===== src/rtl/mem_lsu.sv =====
// mem_lsu: MEM-stage load/store unit driving an SRAM-like req/addr_ok/data_ok bus.
// Aligns store lanes, extends load data, raises misalignment exceptions, absorbs flushes.
module mem_lsu #(
  parameter int DATA_W = 32,
  parameter int ADDR_W = 32,
  parameter int RF_AW  = 5
) (
  input  logic                clk,
  input  logic                rst,
  input  logic                flush,
  input  logic                in_valid,
  output logic                in_ready,
  input  logic                in_store,
  input  logic [1:0]          in_size,
  input  logic                in_signed,
  input  logic [ADDR_W-1:0]   in_addr,
  input  logic [DATA_W-1:0]   in_wdata,
  input  logic [RF_AW-1:0]    in_rf_waddr,
  output logic                data_req,
  output logic                data_wr,
  output logic [1:0]          data_size,
  output logic [ADDR_W-1:0]   data_addr,
  output logic [DATA_W/8-1:0] data_wstrb,
  output logic [DATA_W-1:0]   data_wdata,
  input  logic                data_addr_ok,
  input  logic                data_data_ok,
  input  logic [DATA_W-1:0]   data_rdata,
  output logic                out_valid,
  output logic                out_rf_we,
  output logic [RF_AW-1:0]    out_rf_waddr,
  output logic [DATA_W-1:0]   out_rf_wdata,
  output logic                out_adel,
  output logic                out_ades,
  output logic [ADDR_W-1:0]   out_badvaddr,
  output logic                stall_req
);

  localparam int NB     = DATA_W / 8;
  localparam int LANE_W = $clog2(NB);

  localparam logic [2:0] S_IDLE   = 3'd0;
  localparam logic [2:0] S_REQ    = 3'd1;
  localparam logic [2:0] S_WAIT   = 3'd2;
  localparam logic [2:0] S_CANCEL = 3'd3;
  localparam logic [2:0] S_DONE   = 3'd4;

  logic [2:0]        state_q, state_d;
  logic              store_q, signed_q, mis_q;
  logic [1:0]        size_q;
  logic [ADDR_W-1:0] addr_q;
  logic [DATA_W-1:0] wdata_q, rdata_q;
  logic [RF_AW-1:0]  rf_waddr_q;

  logic              accept, capture, in_mis;
  logic [1:0]        in_size_eff;
  logic [LANE_W-1:0] lane;
  logic [3:0]        n_bytes;
  logic [NB-1:0]     strb;
  logic [DATA_W-1:0] wrep, shifted, left, ld_ext;
  logic [6:0]        ext_sh;

  // A 32-bit datapath has no dword access; fold it onto a word.
  assign in_size_eff = (DATA_W == 32 && in_size == 2'd3) ? 2'd2 : in_size;
  assign accept      = in_valid & in_ready & ~flush;

  always_comb begin
    case (in_size_eff)
      2'd0:    in_mis = 1'b0;
      2'd1:    in_mis = in_addr[0];
      2'd2:    in_mis = |in_addr[1:0];
      default: in_mis = |in_addr[2:0];
    endcase
  end

  always_comb begin
    // NOTE: every comb output gets a default first so no path can infer a latch.
    state_d = state_q;
    capture = 1'b0;
    case (state_q)
      S_IDLE: if (accept) state_d = in_mis ? S_DONE : S_REQ;
      S_REQ: begin
        if (data_addr_ok) begin
          if (flush)             state_d = data_data_ok ? S_IDLE : S_CANCEL;
          else if (data_data_ok) begin state_d = S_DONE; capture = 1'b1; end
          else                   state_d = S_WAIT;
        end else if (flush) begin
          state_d = S_IDLE;
        end
      end
      S_WAIT: begin
        if (flush)             state_d = data_data_ok ? S_IDLE : S_CANCEL;
        else if (data_data_ok) begin state_d = S_DONE; capture = 1'b1; end
      end
      // An accepted request must still have its response drained before reuse.
      S_CANCEL: if (data_data_ok) state_d = S_IDLE;
      S_DONE:   state_d = S_IDLE;
      default:  state_d = S_IDLE;
    endcase
  end

  always_ff @(posedge clk or posedge rst) begin
    if (rst) begin
      state_q    <= S_IDLE;
      store_q    <= 1'b0;
      signed_q   <= 1'b0;
      mis_q      <= 1'b0;
      size_q     <= 2'd0;
      addr_q     <= '0;
      wdata_q    <= '0;
      rdata_q    <= '0;
      rf_waddr_q <= '0;
    end else begin
      // NOTE: non-blocking assignments so every register samples pre-edge values.
      state_q <= state_d;
      if (accept) begin
        store_q    <= in_store;
        signed_q   <= in_signed;
        mis_q      <= in_mis;
        size_q     <= in_size_eff;
        addr_q     <= in_addr;
        wdata_q    <= in_wdata;
        rf_waddr_q <= in_rf_waddr;
      end
      if (capture) rdata_q <= data_rdata;
    end
  end

  assign lane    = addr_q[LANE_W-1:0];
  assign n_bytes = 4'd1 << size_q;
  assign strb    = NB'((16'd1 << n_bytes) - 16'd1) << lane;

  always_comb begin
    case (size_q)
      2'd0:    wrep = {NB{wdata_q[7:0]}};
      2'd1:    wrep = {(NB/2){wdata_q[15:0]}};
      2'd2:    wrep = {(NB/4){wdata_q[31:0]}};
      default: wrep = wdata_q;
    endcase
  end

  // Load extension: push the access's top bit to the MSB, then shift back down.
  always_comb begin
    shifted = rdata_q >> {lane, 3'b000};
    case (size_q)
      2'd0:    ext_sh = 7'(DATA_W - 8);
      2'd1:    ext_sh = 7'(DATA_W - 16);
      2'd2:    ext_sh = 7'(DATA_W - 32);
      default: ext_sh = 7'd0;
    endcase
    left = shifted << ext_sh;
    if (signed_q) ld_ext = $signed(left) >>> ext_sh;
    else          ld_ext = left >> ext_sh;
  end

  assign in_ready   = (state_q == S_IDLE);
  assign stall_req  = in_valid & ~in_ready;

  assign data_req   = (state_q == S_REQ);
  assign data_wr    = data_req & store_q;
  assign data_size  = size_q;
  assign data_addr  = addr_q;
  assign data_wstrb = data_req ? strb : '0;
  assign data_wdata = wrep;

  assign out_valid    = (state_q == S_DONE) & ~flush;
  assign out_rf_we    = out_valid & ~store_q & ~mis_q;
  assign out_rf_waddr = out_valid ? rf_waddr_q : '0;
  assign out_rf_wdata = out_rf_we ? ld_ext : '0;
  assign out_adel     = out_valid & mis_q & ~store_q;
  assign out_ades     = out_valid & mis_q & store_q;
  assign out_badvaddr = (out_valid & mis_q) ? addr_q : '0;

endmodule

===== config.mk =====
export PLATFORM = sky130hd
export DESIGN_NAME = mem_lsu
export DESIGN_NICKNAME = d
export VERILOG_FILES = /design/src/rtl/mem_lsu.sv
export SDC_FILE = /design/constraint.sdc
export NUM_CORES = 1
export LEC_CHECK = 0
export CORE_MARGIN = 2
export CORE_UTILIZATION = 43
export CTS_CLUSTER_DIAMETER = 100
export DETAILED_ROUTE_END_ITERATION = 7
export PLACE_DENSITY_LB_ADDON = 0.12
export SLEW_MARGIN = 20
export SYNTH_ARGS = -nofsm -noshare
export SYNTH_HDL_FRONTEND = slang
export SYNTH_SLANG_ARGS = --single-unit

===== constraint.sdc =====
create_clock -name clk -period 4.4 [get_ports clk]
set_clock_uncertainty 0.15 [all_clocks]
set_input_delay 0.88 -clock clk [delete_from_list [all_inputs] [get_ports clk]]
set_output_delay 0.88 -clock clk [all_outputs]
set_load 0.01 [all_outputs]

# [After elaboration in Yosys (flattened, before gate mapping)]
# Index checks and enable logic that the tools add are counted.
[word_totals] register_bits=109 latchBits=0 ram_bits=0 romBits=0 in_bits=111 output_inout_bits=147 wordCells=73 mem_count=0
[op_classes] addsub=1 multipliers=0 div=0 magnitude_cmp=0 n_eq_ne=12 shift=7 muxes=24 bitwise=14 n_reduce_logical=6
[op_table] op="32-bit two-way mux" n=3
[op_table] op="32-bit case mux with 2 select lines" n=1
[op_table] op="32-bit by 7-bit left shift with 32-bit output" n=1
[op_table] op="32-bit by 5-bit >> shifter with 32-bit output" n=1
[op_table] op="32-bit by 7-bit >> shifter with 32-bit output" n=1
[op_table] op="32-bit by 7-bit >>> shifter with 32-bit output" n=1
[op_table] op="3-bit two-way mux" n=9
[op_table] op="3-bit case mux with 4 select lines" n=1
[op_table] op="1-bit bitwise AND" n=10
[op_table] op="5-bit case mux with 2 select lines" n=1
[op_table] op="3-bit by 2-bit equality test with 1-bit output, second input constant" n=2
[op_table] op="5-bit two-way mux" n=1
[op_table] op="2-bit by 1-bit equality test with 1-bit output, second input constant" n=2
[op_table] op="2-bit equality test, second input constant" n=2
[op_table] op="2-bit zero test" n=2
[op_table] op="2-bit two-way mux" n=2
[op_table] op="4-bit two-way mux" n=1
[op_table] op="1-bit inverter" n=4
[op_table] op="4-bit AND reduction" n=1
[op_table] op="1-bit by 2-bit left shift with 4-bit output, first input constant" n=1
[op_table] op="1-bit by 4-bit left shift with 4-bit output, first input constant" n=1
[op_table] op="4-bit by 2-bit left shift with 4-bit output" n=1
[op_table] op="4-bit by 1-bit subtractor with 4-bit output, second input constant" n=1
[op_table] op="3-bit by 1-bit equality test with 1-bit output, second input constant" n=1
[op_table] op="11 further kinds" n=13

# [Depth between registers and ports, before layout]
[depth] ltp_word=7 depth_mapped=8

# [Worst setup path before layout]
# OpenSTA, ideal clock, no wires.
[synth_timing] path_type="in2out" startpoint="in flush" endpoint="out out_rf_wdata[27]" t_arrival_ps=1954 required_time_ps=3370 setup_slack_ps=1416 cell_stages=6 n_path_buf=1 cell_sequence="nor4b_4 -> nand2_1 -> inv_2 -> and4_1 -> buf_2 -> a31o_1"
[synth_via] elab_chain_len=5
[synth_rtl] item="from (decl)" line_no="10" source="input logic flush,"
[synth_rtl] item="1-bit inverter" line_no="165" source="assign out_valid = (state_q == S_DONE) & ~flush;"
[synth_rtl] item="1-bit bitwise AND" line_no="165"
[synth_rtl] item="1-bit bitwise AND (2 in series)" line_no="166" source="assign out_rf_we = out_valid & ~store_q & ~mis_q;"
[synth_rtl] item="named net out_rf_we" line_no="29" source="output logic out_rf_we,"
[synth_rtl] item="32-bit two-way mux" line_no="168" source="assign out_rf_wdata = out_rf_we ? ld_ext : '0;"
[synth_rtl] item="to (decl)" line_no="31" source="output logic [DATA_W-1:0] out_rf_wdata,"
# The timed path passes the listed nets, and every way through them passes these cells.

# [Final worst setup path]
[layout_timing] startpoint="in flush" endpoint="out out_rf_wdata[22]"
[layout_via] elab_chain_len=5
[layout_rtl] item="1-bit inverter" line_no="165"
[layout_rtl] item="1-bit bitwise AND" line_no="165"
[layout_rtl] item="1-bit bitwise AND (2 in series)" line_no="166"
[layout_rtl] item="32-bit two-way mux" line_no="168"
# No other way between the ends.

==> summary.txt <==
Floorplanning
  – Die X: 121 um
  – Core area: 13300 um2
  – Die H: 121 um
  – Full die area: 14700 um2
  – Cell Rows: 42
  – Boundary Pins: 258
  – Initial Utilization: 44.3%

Global routing
  – Largest net degree at the start of global routing: 78
  – Vias in the first global route: 5151
  – Initial antenna violation count: 1
  – Congestion Overflow GR: 0
  – GR Util All Layers: 24.5%
  – First-pass GRT wire length: 27.7 mm

STA
  – Setup TNS: 0 ns
  – Hold Slack: 0.353 ns
  – Actual slew at the worst max-slew pin: 0.933 ns
  – Minimum clock period: 4.11 ns
  – Final hold vios: 0
  – Slew Viols, Final: 0
  – Max Freq: 243 MHz
  – Slew Limit Headroom: 37.8%
  – Final WS setup: 0.290 ns
  – Final period utilization: 93.4%
  – Setup Viol. Count Final: 0
  – RSZ-0062 raised after global routing: no

Power
  – Power Density: 489 nW/um2
  – Pleak: 3.78 nW
  – Total Power: 4.30 mW
  – Peak VDD IR: 0.000318 V

Min path
  – Path category of the worst min-delay check: reg -> reg

Critical path
  – Crit path max fanout: 8
  – CP Capture Type: primary output
  – CP Launch Type: primary input
  – Slowest CP cell: clkdlybuf4s50_1
  – CP most frequent cell: clkdlybuf4s50_1
  – Slowest stage delay, CP: 0.56 ns
  – CP Cell Sequence: clkdlybuf4s50_1 -> nor4b_4 -> nand2_1 -> inv_2 -> nand4_1 -> o21ai_0 -> clkdlybuf4s50_1
  – CP top delay family: buffers and inverters
  – Data arrival, critical path: 3.08 ns
  – CP required: 3.37 ns
  – Crit Path Class: in -> out
  – Worst path buffer plus inverter count: 3

Clock tree
  – Clk root buf: clkbuf_16
  – Post-CTS sizing: 0
  – Setup repair bufs after CTS: 0
  – Total CTS buffers: 9
  – Clock slew at reported path FFs: 0.07 ns
  – Clk buf depth: 2
  – Clock Sinks: 109
  – H-Tree Depth: 3
  – Hold buffers post-CTS: 0
  – CTS tree: done
  – Worst-Skew Late Latency: 0.35 ns

Placement
  – Setup WS pre-CTS: 0.292 ns
  – Placed Area: 8530 um2
  – Post-DP HPWL: 12.9 mm
  – IO buf count: 257
  – Placed cells: 910
  – GP Congestion: 0.876

Detailed routing
  – Final antenna-violating net count: 0
  – Metal1 wirelength: 7.02 mm
  – Routed WL: 17.7 mm
  – Drt pass-1 iters: 4
  – First-iteration detailed-routing DRC count: 266
  – Met2 WL: 8.75 mm
  – WL met3: 1.52 mm
  – Via count: 4885
  – Vias per cell: 5.27
  – DRC: 0
  – Max Used Layer: met4
  – Routed len/inst: 19.1 um

Layout
  – Design Area, Final: 8800 um2
  – Multi-input gate area: 2860 um2
  – Reg area: 2730 um2
  – Share of cells above drive strength 1: 20.1%
  – # fillers: 1063
  – Final cell count without fillers: 927
  – # nets final: 857
  – Area growth syn-to-layout: 49.3%
  – Final Core Density: 66.2%

Synth
  – Cells after Synth: 514
  – Synth async-reset ratio: 100%
  – Post-synthesis sequential area ratio: 46.3%
  – YS warnings: 0
  – EDFF count, synth: 0
  – Yosys cell types: 43
  – Net count after synthesis: 626
  – Cell area after synthesis: 5900 um2
  – Primary FF master, synth: dfrtp_1
  – Register bit count reported by yosys: 109
  – Post-synthesis area per instance: 11.5 um2

Outcome
  – Status: finished clean

Job
  – Max cap viols: 0
[layer usage]
metal  GRT usage, %  up-vias
li1               -     2272
met1           29.2     2382
met2           40.9      203
met3           7.89       28
met4           9.38        0
met5              0        -
[area by class of cell]
class / count / share of cell area [%]
Antenna cell: 1 / 0.0284
Clock buffer: 10 / 2.60
Clock inverter: 6 / 0.441
Inverter: 10 / 0.455
Multi-Input combinational cell: 347 / 32.5
Sequential cell: 109 / 31.0
Tap cell: 176 / 2.50
Timing Repair Buffer: 268 / 30.4
[cells by family (layout without fill, tap and decap cells)]
family	after synthesis	count (layout)	share of synthesized area (%)
muxes	140	140	28.1
and+or+nand+nor	138	138	12.4
DFF	109	109	46.3
AOI/OAI and AO/OA	68	68	7.85
buffers and inverters	58	294	5.16
adders and majority gates	1	1	0.212
other	0	1	0
[final timing paths]
kind / from / endpoint / slack [ns] / cells past startpoint
max in group asynchronous: rst / wdata_q[8] / 2.38 / 3
worst min register to register: rf_waddr_q[1] / rf_waddr_q[1] / 0.35 / 1
worst min-delay path: rf_waddr_q[1] / rf_waddr_q[1] / 0.35 / 1
worst max-delay path: flush / out_rf_wdata[22] / 0.29 / 7
min in group asynchronous: rst / data_addr[28] / 0.91 / 2
worst max register to register: state_q[1] / rdata_q[31] / 1.84 / 4
[cell usage after synthesis, types with 2 or more instances]
cell	instances	area share (%)
dfrtp_1	109	46
mux2_2	83	16
nand2_1	41	2.6
and3_1	34	3.6
mux2_4	30	7.6
mux2i_1	27	4.6
o21ai_0	25	2.1
nor2_1	20	1.3
clkbuf_1	18	1.1
a211oi_1	15	1.9
buf_2	15	1.3
and2_1	13	1.4
a21oi_1	11	0.93
nor2b_1	10	1.1
buf_4	8	1.0
inv_1	8	0.51
nor3_1	6	0.51
a21o_1	5	0.64
buf_6	5	0.95
nand4_1	3	0.32
a31o_1	2	0.30
buf_1	2	0.13
nand2b_1	2	0.21
nand3_1	2	0.17
nor2_2	2	0.21
[registers in the layout, summed over array words and instances, names as in the netlist]
signal and cells:
data_addr 32, state_q 3, rf_waddr_q 5, wdata_q 32, data_size 2, rdata_q 32
signed_q 1, mis_q 1, store_q 1
[worst reg2reg max path, stage by stage, from the launching register on]
cell and delay (ns):
dfrtp_1 0.54, nand3b_2 0.33, a2111oi_4 0.74, buf_12 0.32
mux2_2 0.37
[report_power, final]
group | switching [mW] | internal [mW] | leakage (nW)
Clock | 0.377 | 0.384 | 0.129
Combinational | 0.746 | 1.09 | 2.34
Sequential | 0.352 | 1.36 | 1.31
[cell usage in the layout (no fill, tap or decap), types with 3 or more instances in the layout]
| cell type | n |
|---|---|
| nand2_1 | 41 |
| mux2i_1 | 27 |
| and2_1 | 13 |
| mux2_4 | 30 |
| buf_4 | 9 |
| clkbuf_16 | 9 |
| a21oi_1 | 11 |
| inv_1 | 7 |
| a211oi_1 | 15 |
| a21o_1 | 5 |
| and3_1 | 34 |
| dfrtp_1 | 109 |
| clkinv_2 | 3 |
| mux2_2 | 83 |
| nor2b_1 | 10 |
| nand4_1 | 3 |
| nor2_1 | 20 |
| nor3_1 | 6 |
| clkdlybuf4s50_1 | 257 |
| o21ai_0 | 25 |
Note: power is estimated with default switching activity, not from simulation.
